File: config.mk
export PLATFORM = sky130hd
export DESIGN_NAME = lut_ram_ctrl
export DESIGN_NICKNAME = d
export VERILOG_FILES = /design/src/rtl/lut_ram_ctrl.sv
export SDC_FILE = /design/constraint.sdc
export NUM_CORES = 1
export LEC_CHECK = 0
export BUFFER_PORTS_ARGS = -buffer_cell sky130_fd_sc_hd__buf_4
export CAP_MARGIN = 10
export CORE_MARGIN = 4
export CORE_UTILIZATION = 44
export CTS_CLUSTER_SIZE = 25
export DETAILED_ROUTE_END_ITERATION = 10
export PLACE_DENSITY = 0.87
export REMOVE_ABC_BUFFERS = 1
export SLEW_MARGIN = 20
export SYNTH_ARGS = -nofsm -noshare
export SYNTH_HDL_FRONTEND = slang
export SYNTH_SLANG_ARGS = --single-unit
export TNS_END_PERCENT = 10
File: constraint.sdc
create_clock -name clk -period 4.3 [get_ports clk]
set_input_delay 0.86 -clock clk [delete_from_list [all_inputs] [get_ports clk]]
set_output_delay 0.86 -clock clk [all_outputs]
set_load 0.02 [all_outputs]
File: src/rtl/lut_ram_ctrl.sv
// Init sweep and two-client round-robin arbiter in front of a LUT_ram
// (synchronous write port, asynchronous read port).
module lut_ram_ctrl #(
  parameter  int unsigned W  = 32,
  parameter  int unsigned D  = 8,
  localparam int unsigned AW = $clog2(D)
) (
  input  logic              clk,
  input  logic              rst_n,
  input  logic              clear,
  input  logic [1:0]        req,
  input  logic [1:0]        req_we,
  input  logic [2*AW-1:0]   req_addr,
  input  logic [2*W-1:0]    req_wdata,
  output logic [1:0]        gnt,
  output logic [1:0]        rvalid,
  output logic [W-1:0]      rdata,
  output logic              init_done,
  output logic              ram_we,
  output logic [AW-1:0]     ram_waddr,
  output logic [W-1:0]      ram_wdata,
  output logic [AW-1:0]     ram_raddr,
  input  logic [W-1:0]      ram_rdata
);

  typedef enum logic [1:0] {START, INIT, ARB} state_e;

  state_e          state_q, state_d;
  logic [AW-1:0]   cnt_q, cnt_d;
  logic            last_q, last_d;
  logic [1:0]      rvalid_q, rvalid_d;
  logic [W-1:0]    rdata_q, rdata_d;
  logic            init_done_q, init_done_d;

  logic            win;
  logic            win_we;
  logic [AW-1:0]   win_addr;
  logic [W-1:0]    win_wdata;

  // Winner: a lone requester, or on a tie the client not granted last
  always_comb begin
    win       = (req == 2'b10) || ((req == 2'b11) && !last_q);
    win_we    = win ? req_we[1] : req_we[0];
    win_addr  = win ? req_addr[AW +: AW] : req_addr[0 +: AW];
    win_wdata = win ? req_wdata[W +: W]  : req_wdata[0 +: W];
  end

  always_comb begin
    state_d     = state_q;
    cnt_d       = cnt_q;
    last_d      = last_q;
    rvalid_d    = 2'b00;
    rdata_d     = rdata_q;
    init_done_d = init_done_q;
    gnt         = 2'b00;
    ram_we      = 1'b0;
    ram_waddr   = '0;
    ram_wdata   = '0;
    ram_raddr   = '0;
    unique case (state_q)
      START: begin
        state_d = INIT;
        cnt_d   = '0;
      end
      INIT: begin
        ram_we    = 1'b1;
        ram_waddr = cnt_q;
        cnt_d     = cnt_q + AW'(1);
        if (cnt_q == AW'(D - 1)) begin
          state_d     = ARB;
          init_done_d = 1'b1;
          cnt_d       = '0;
        end
      end
      ARB: begin
        if (clear) begin
          state_d     = INIT;
          cnt_d       = '0;
          init_done_d = 1'b0;
        end else if (|req) begin
          gnt[win] = 1'b1;
          last_d   = win;
          if (win_we) begin
            ram_we    = 1'b1;
            ram_waddr = win_addr;
            ram_wdata = win_wdata;
          end else begin
            ram_raddr     = win_addr;
            rvalid_d[win] = 1'b1;
            rdata_d       = ram_rdata;
          end
        end
      end
      default: state_d = START;
    endcase
  end

  // last_q resets to 1 so client 0 wins the first tie
  always_ff @(posedge clk or negedge rst_n) begin
    if (!rst_n) begin
      state_q     <= START;
      cnt_q       <= '0;
      last_q      <= 1'b1;
      rvalid_q    <= 2'b00;
      rdata_q     <= '0;
      init_done_q <= 1'b0;
    end else begin
      state_q     <= state_d;
      cnt_q       <= cnt_d;
      last_q      <= last_d;
      rvalid_q    <= rvalid_d;
      rdata_q     <= rdata_d;
      init_done_q <= init_done_d;
    end
  end

  assign rvalid    = rvalid_q;
  assign rdata     = rdata_q;
  assign init_done = init_done_q;

endmodule

==> impl_metrics.toml, run 1 <==
[outcome]
outcome = "finished clean"

[setup_path]
path_depth = 8
reg2reg_depth = 7
crit_arrival_ns = 2.42
r2r_slack_ns = 2.06
critPathTopFamily = "simple AND/OR/NAND/NOR gates"
cp.required_ns = 3.44
worstSetupStartpoint = "state_q[0]"
end_kind = "output pin"
slowest_delay_ns = 0.42
crit_buf_inv = 3
startpoint_type = "flip-flop"
crit_type = "flip-flop to output pin"
worstPathCellList = "inv_1 -> ha_1 -> nor2b_1 -> o21ai_2 -> buf_4 -> o31ai_1 -> and2_1 -> buf_4"
cpMostUsedCell = "buf_4"
r2r-start = "state_q[0]"
cp_slowest_cell = "dfrtp_1"
r2r-end = "rdata[6]"
cp_max_fo = 36

[placement]
dp_worst_setup_slack_ns = 1.22
io_buffer_count = 184
hpwl_um = 6630
routabilityCongestion = 0.902

[pwr]
power.switching_w = 0.000347
p_leak_nw = 2.18
cellPowerDensity_nw_per_um2 = 280
fin_total_pwr_w = 0.00111
p_clk_frac = 0.230
ir_drop_uv = 227
p_int_w = 0.000762
comb_power_share = 0.349
seq_power_share = 0.420
p_sw_frac = 0.313

[clocking]
cts_num_sinks = 41
clk_pin_slew_worst_paths_ns = 0.07
hold_buffers = 0
root_buffer = "clkbuf_8"
post_cts_resized = 0
clock_latency_ns = 0.29
post_cts_buffers = 0
htreeDepth = 2
cts_tree = "built"
numCtsBuffers = 5
cts.path.max_buffers = 2

[synth]
synth_simple_gate_area_frac = 0.186
syn_area_um2 = 2460
async_reset_ff_frac = 1.00
synth_compound_area_frac = 0.111
synth.yosys.seq_area_share = 0.417
yosys_warnings = 0
synth_edf_count = 0
synth_cells = 251
dominantRegCellSynth = "dfrtp_1"
ys_ff_latch = 41
synth.distinct_cells = 31
synth_top_family_by_area = "multiplexers"
yosys.area_share.adder = 0.0356
muxShareOfSynthArea = 0.204
avgSynthCellArea_um2 = 9.81
synthXorXnorAreaFrac = 0

[run]
drv_cap = 0

[timing]
maxSlewHeadroom = 0.645
worst_pin_slew_ns = 0.533
finalSetupTns_ns = 0
maxSlewViolCount = 0
worst_slack_ns = 1.02
hold_viol = 0
fmax_ghz = 0.305
fin_crit_sh = 0.763
rsz0062_at_grt = "no"
setup-violations-final = 0
clock_skew_ns = 0.00226
period_minus_slack_ns = 3.28

[cells_and_area]
diodes = 0
multi_input_comb_area_um2 = 1330
final_net_count = 543
drive_gt1_frac = 0.547
nFillCells = 395
syn2layout_area_growth_pct = 60.7
ff_latch_area_um2 = 1030
final_core_util = 0.751
layout_commonest_cell = "buf_4"
mostFrequentLayoutCells = "buf_4, dfrtp_1, nand2_1"

[die]
die_h_um = 82.8
initial_core_util = 0.467
row_count = 26
die_area_um2 = 6860
die_x_um = 82.8
core_um2 = 5270
top_level_ports = 185

[route]
routed_via_density = 5.11
vias = 2547
drt-initial-drc-count = 113
drc_errors = 0
firstDrtPassIters = 4
wl_um = 8450
wl_per_cell_um = 17.0
ant_nets = 0

[min_path]
hold-path-endpoint = "rdata[9]"
min_path_type = "flip-flop to flip-flop"
worstHoldStart = "rdata[9]"
holdPathStages = 1

[grt]
track_usage = 0.236
antenna_found_initial = 0
grt_first_pass_wirelength_um = 13300
grt_max_degree = 42
grt_pass1_vias = 2591
overflow = 0
Yosys cell counts (2+ instances only):
master,n,area share
ha_1,7,0.036
o21ai_0,3,0.0061
buf_6,4,0.018
a21oi_1,34,0.069
inv_1,3,0.0046
nand2_1,39,0.059
and2_1,4,0.010
clkbuf_1,14,0.021
mux2_4,27,0.16
mux2i_1,3,0.012
nor2_1,11,0.017
mux2_2,6,0.027
nand3_1,35,0.071
o31ai_1,3,0.0091
nor2b_1,2,0.0051
nand2b_1,2,0.0051
dfrtp_1,40,0.41
stage by stage:
stage / hold slack (ns) / cells / instance area (µm²)
floorplan: 0.495 / 232 / 2360
global placement: 0.489 / 490 / 3860
detailed placement: 0.497 / 490 / 3860
CTS: 0.514 / 498 / 3960
global route: 0.529 / 498 / 3960
finish: 0.512 / 498 / 3960
worst max path at each step:
stage | end
finish | ram_waddr[1]
CTS | ram_waddr[1]
global route | ram_waddr[1]
floorplan | ram_waddr[0]
detailed placement | ram_waddr[1]
global placement | ram_waddr[2]
worst register-to-register path, cell delays in order, from the launching register on:
cell	delay, ns
dfrtp_1	0.40
inv_1	0.10
ha_1	0.26
nand2b_1	0.19
nor3_4	0.08
nor2_4	0.19
buf_4	0.49
mux2_2	0.41
registers in the layout, indices dropped and copies added, names as in the netlist:
| register | flops |
|---|---|
| rdata | 32 |
| cnt_q | 3 |
| init_done | 1 |
| last_q | 1 |
| state_q | 2 |
| rvalid | 2 |
cell type report:
cell class | count | share of cell area
clock buffer | 7 | 0.0218
clock inverter | 1 | 0.00190
inverter | 3 | 0.00285
multi-input combinational | 188 | 0.335
sequential | 41 | 0.260
tap | 70 | 0.0221
timing repair buffer | 188 | 0.357
power by group through the flow:
stage / Sequential (W) / Combinational [W] / Clock, W
2_1_floorplan: 0.000505 / 0.000162 / 0
3_3_place_gp: 0.000470 / 0.000377 / 0
3_5_place_dp: 0.000473 / 0.000386 / 0
4_1_cts: 0.000466 / 0.000389 / 0.000263
5_1_grt: 0.000475 / 0.000420 / 0.000280
6_report: 0.000466 / 0.000388 / 0.000255
cell families after synthesis:
| logic type | count (synthesis) |
|---|---|
| buffers and inverters | 22 |
| adder cells (fa/ha/maj) | 7 |
| flip-flops | 41 |
| AND/OR/NAND/NOR | 97 |
| multiplexers | 36 |
| AO/OA/AOI/OAI | 48 |
layer usage:
metal	track usage	up-vias	share of wire
li1	-	1221	-
met1	0.276	1187	0.38
met2	0.407	113	0.52
met3	0.0683	26	0.063
met4	0.0877	0	0.038
met5	0	-	0
No activity file was read; power rests on OpenSTA's default activity.
==> run 2, diff against run 1 <==
Settings changed: CORE_UTILIZATION 44 to 37, PLACE_DENSITY 0.87 to 0.78.
Clock period 4.3 ns to 2.75 ns, I/O delays scaled along.
==> run 2 against run 1 <==
- sequential share of layout area is 0.39 points lower
- clock-buffer cell count is 1 higher
- sequential power is 56% higher
- register-to-register slack worse by 1.5 ns
- setup slack worse by 0.88 ns
- largest cell class unchanged
- largest power group unchanged
==> impl_metrics.toml, run 2 (synthesis results as in run 1) <==
[route]
drc_errors = 0
drt-initial-drc-count = 146
routed_via_density = 4.93
ant_nets = 0
vias = 2516
firstDrtPassIters = 4
wl_um = 8410
wl_per_cell_um = 16.5

[setup_path]
slowest_delay_ns = 0.42
cp.required_ns = 2.20
cp_max_fo = 16
cpMostUsedCell = "buf_4"
worstPathCellList = "inv_1 -> ha_2 -> nor2b_2 -> o21ai_2 -> buf_4 -> a21oi_1 -> buf_4"
crit_arrival_ns = 2.06
r2r-end = "rdata[6]"
r2r_slack_ns = 0.55
reg2reg_depth = 7
critPathTopFamily = "buffers and inverters"
crit_type = "flip-flop to output pin"
r2r-start = "state_q[0]"
cp_slowest_cell = "dfrtp_1"
startpoint_type = "flip-flop"
crit_buf_inv = 3
end_kind = "output pin"

[die]
die_h_um = 89.6
die_area_um2 = 8020
die_x_um = 89.6
top_level_ports = 185
initial_core_util = 0.383
core_um2 = 6420
row_count = 29

[grt]
grt_first_pass_wirelength_um = 11800
grt_pass1_vias = 2320
track_usage = 0.189
grt_max_degree = 42
overflow = 0
antenna_found_initial = 0

[placement]
place_inst = 502
io_buffer_count = 184
routabilityCongestion = 0.819
place_area_um2 = 3920
hpwl_um = 6680
dp_worst_setup_slack_ns = 0.394

[timing]
period_minus_slack_ns = 2.61
worst_slack_ns = 0.140
clock_skew_ns = 0.0103
hold_viol = 0
fin_crit_sh = 0.949
setup-violations-final = 0
maxSlewHeadroom = 0.626
finalSetupTns_ns = 0
maxSlewViolCount = 0
fmax_ghz = 0.383
rsz0062_at_grt = "no"
worst_pin_slew_ns = 0.561

[clocking]
clk_pin_slew_worst_paths_ns = 0.08
post_cts_resized = 0
cts_tree = "built"
numCtsBuffers = 5
htreeDepth = 2
post_cts_buffers = 0
hold_buffers = 0
clock_latency_ns = 0.29
root_buffer = "clkbuf_8"
cts_num_sinks = 41
cts.path.max_buffers = 2

[pwr]
p_clk_frac = 0.228
seq_power_share = 0.420
p_sw_frac = 0.310
p_int_w = 0.00120
comb_power_share = 0.351
cellPowerDensity_nw_per_um2 = 432
p_leak_nw = 2.21
power.switching_w = 0.000537
ir_drop_uv = 275

[min_path]
min_path_type = "input pin to asynchronous set/reset pin"

[cells_and_area]
final_net_count = 548
final_core_util = 0.625
final_area_um2 = 4020
diodes = 0
fin_cells = 510
nFillCells = 579
largest_reg_flops = 32
syn2layout_area_growth_pct = 63.1
drive_gt1_frac = 0.554
layout_commonest_cell = "buf_4"
mostFrequentLayoutCells = "buf_4, dfrtp_1, nand2_1"

[run]
drv_cap = 0

[outcome]
outcome = "finished clean"
==> run 2: changes by cell type in the layout (fill, tap and decap cells not counted) <==
cell / before / now
buf_4: 188 / 192
clkbuf_1: 1 / 2
ha_1: 7 / 6
ha_2: 0 / 1
clkinvlp_4: 1 / 0
buf_12: 0 / 1
nor2b_1: 2 / 1
nor2b_2: 0 / 1
==> run 2: worst max path at each step <==
stage / depth (start not counted) / startpoint / endpoint
final: 7 / state_q[0] / ram_wdata[4]
after global routing: 7 / state_q[0] / ram_wdata[4]
after CTS: 7 / state_q[0] / ram_wdata[4]
after detailed placement: 6 / req[1] / ram_wdata[12]
after global placement: 6 / req[1] / ram_wdata[4]
after floorplan: 4 / req[1] / ram_waddr[0]
==> run 2: metal layers <==
metal  track usage  wire length, µm  up-vias
li1              -                -     1233
met1         0.258             3410     1196
met3        0.0292              465        7
met5             0                0        -
met2         0.317             4480       80
met4        0.0406               64        0
==> run 2: power groups by stage <==
stage | Clock (W) | Sequential, W | Combinational (W)
after floorplan | 0 | 0.000790 | 0.000254
after global placement | 0 | 0.000734 | 0.000598
after global routing | 0.000443 | 0.000739 | 0.000662
after CTS | 0.000413 | 0.000729 | 0.000611
after detailed placement | 0 | 0.000739 | 0.000609
final | 0.000396 | 0.000729 | 0.000610
==> run 2: cell type report <==
cell class / count / area [µm²] / area share
inverter: 3 / 11.3 / 0.00280
timing repair buffer: 193 / 1460 / 0.364
tap: 77 / 96.3 / 0.0240
multi-input combinational: 188 / 1330 / 0.331
sequential: 41 / 1030 / 0.256
clock buffer: 8 / 90.1 / 0.0224
==> run 2: metrics by stage <==
stage                     total power, W  hold slack, ns
after global placement           0.00133           0.490
after CTS                        0.00175           0.248
after global routing             0.00184           0.259
after detailed placement         0.00135           0.494
after floorplan                  0.00104           0.254
final                            0.00173           0.229
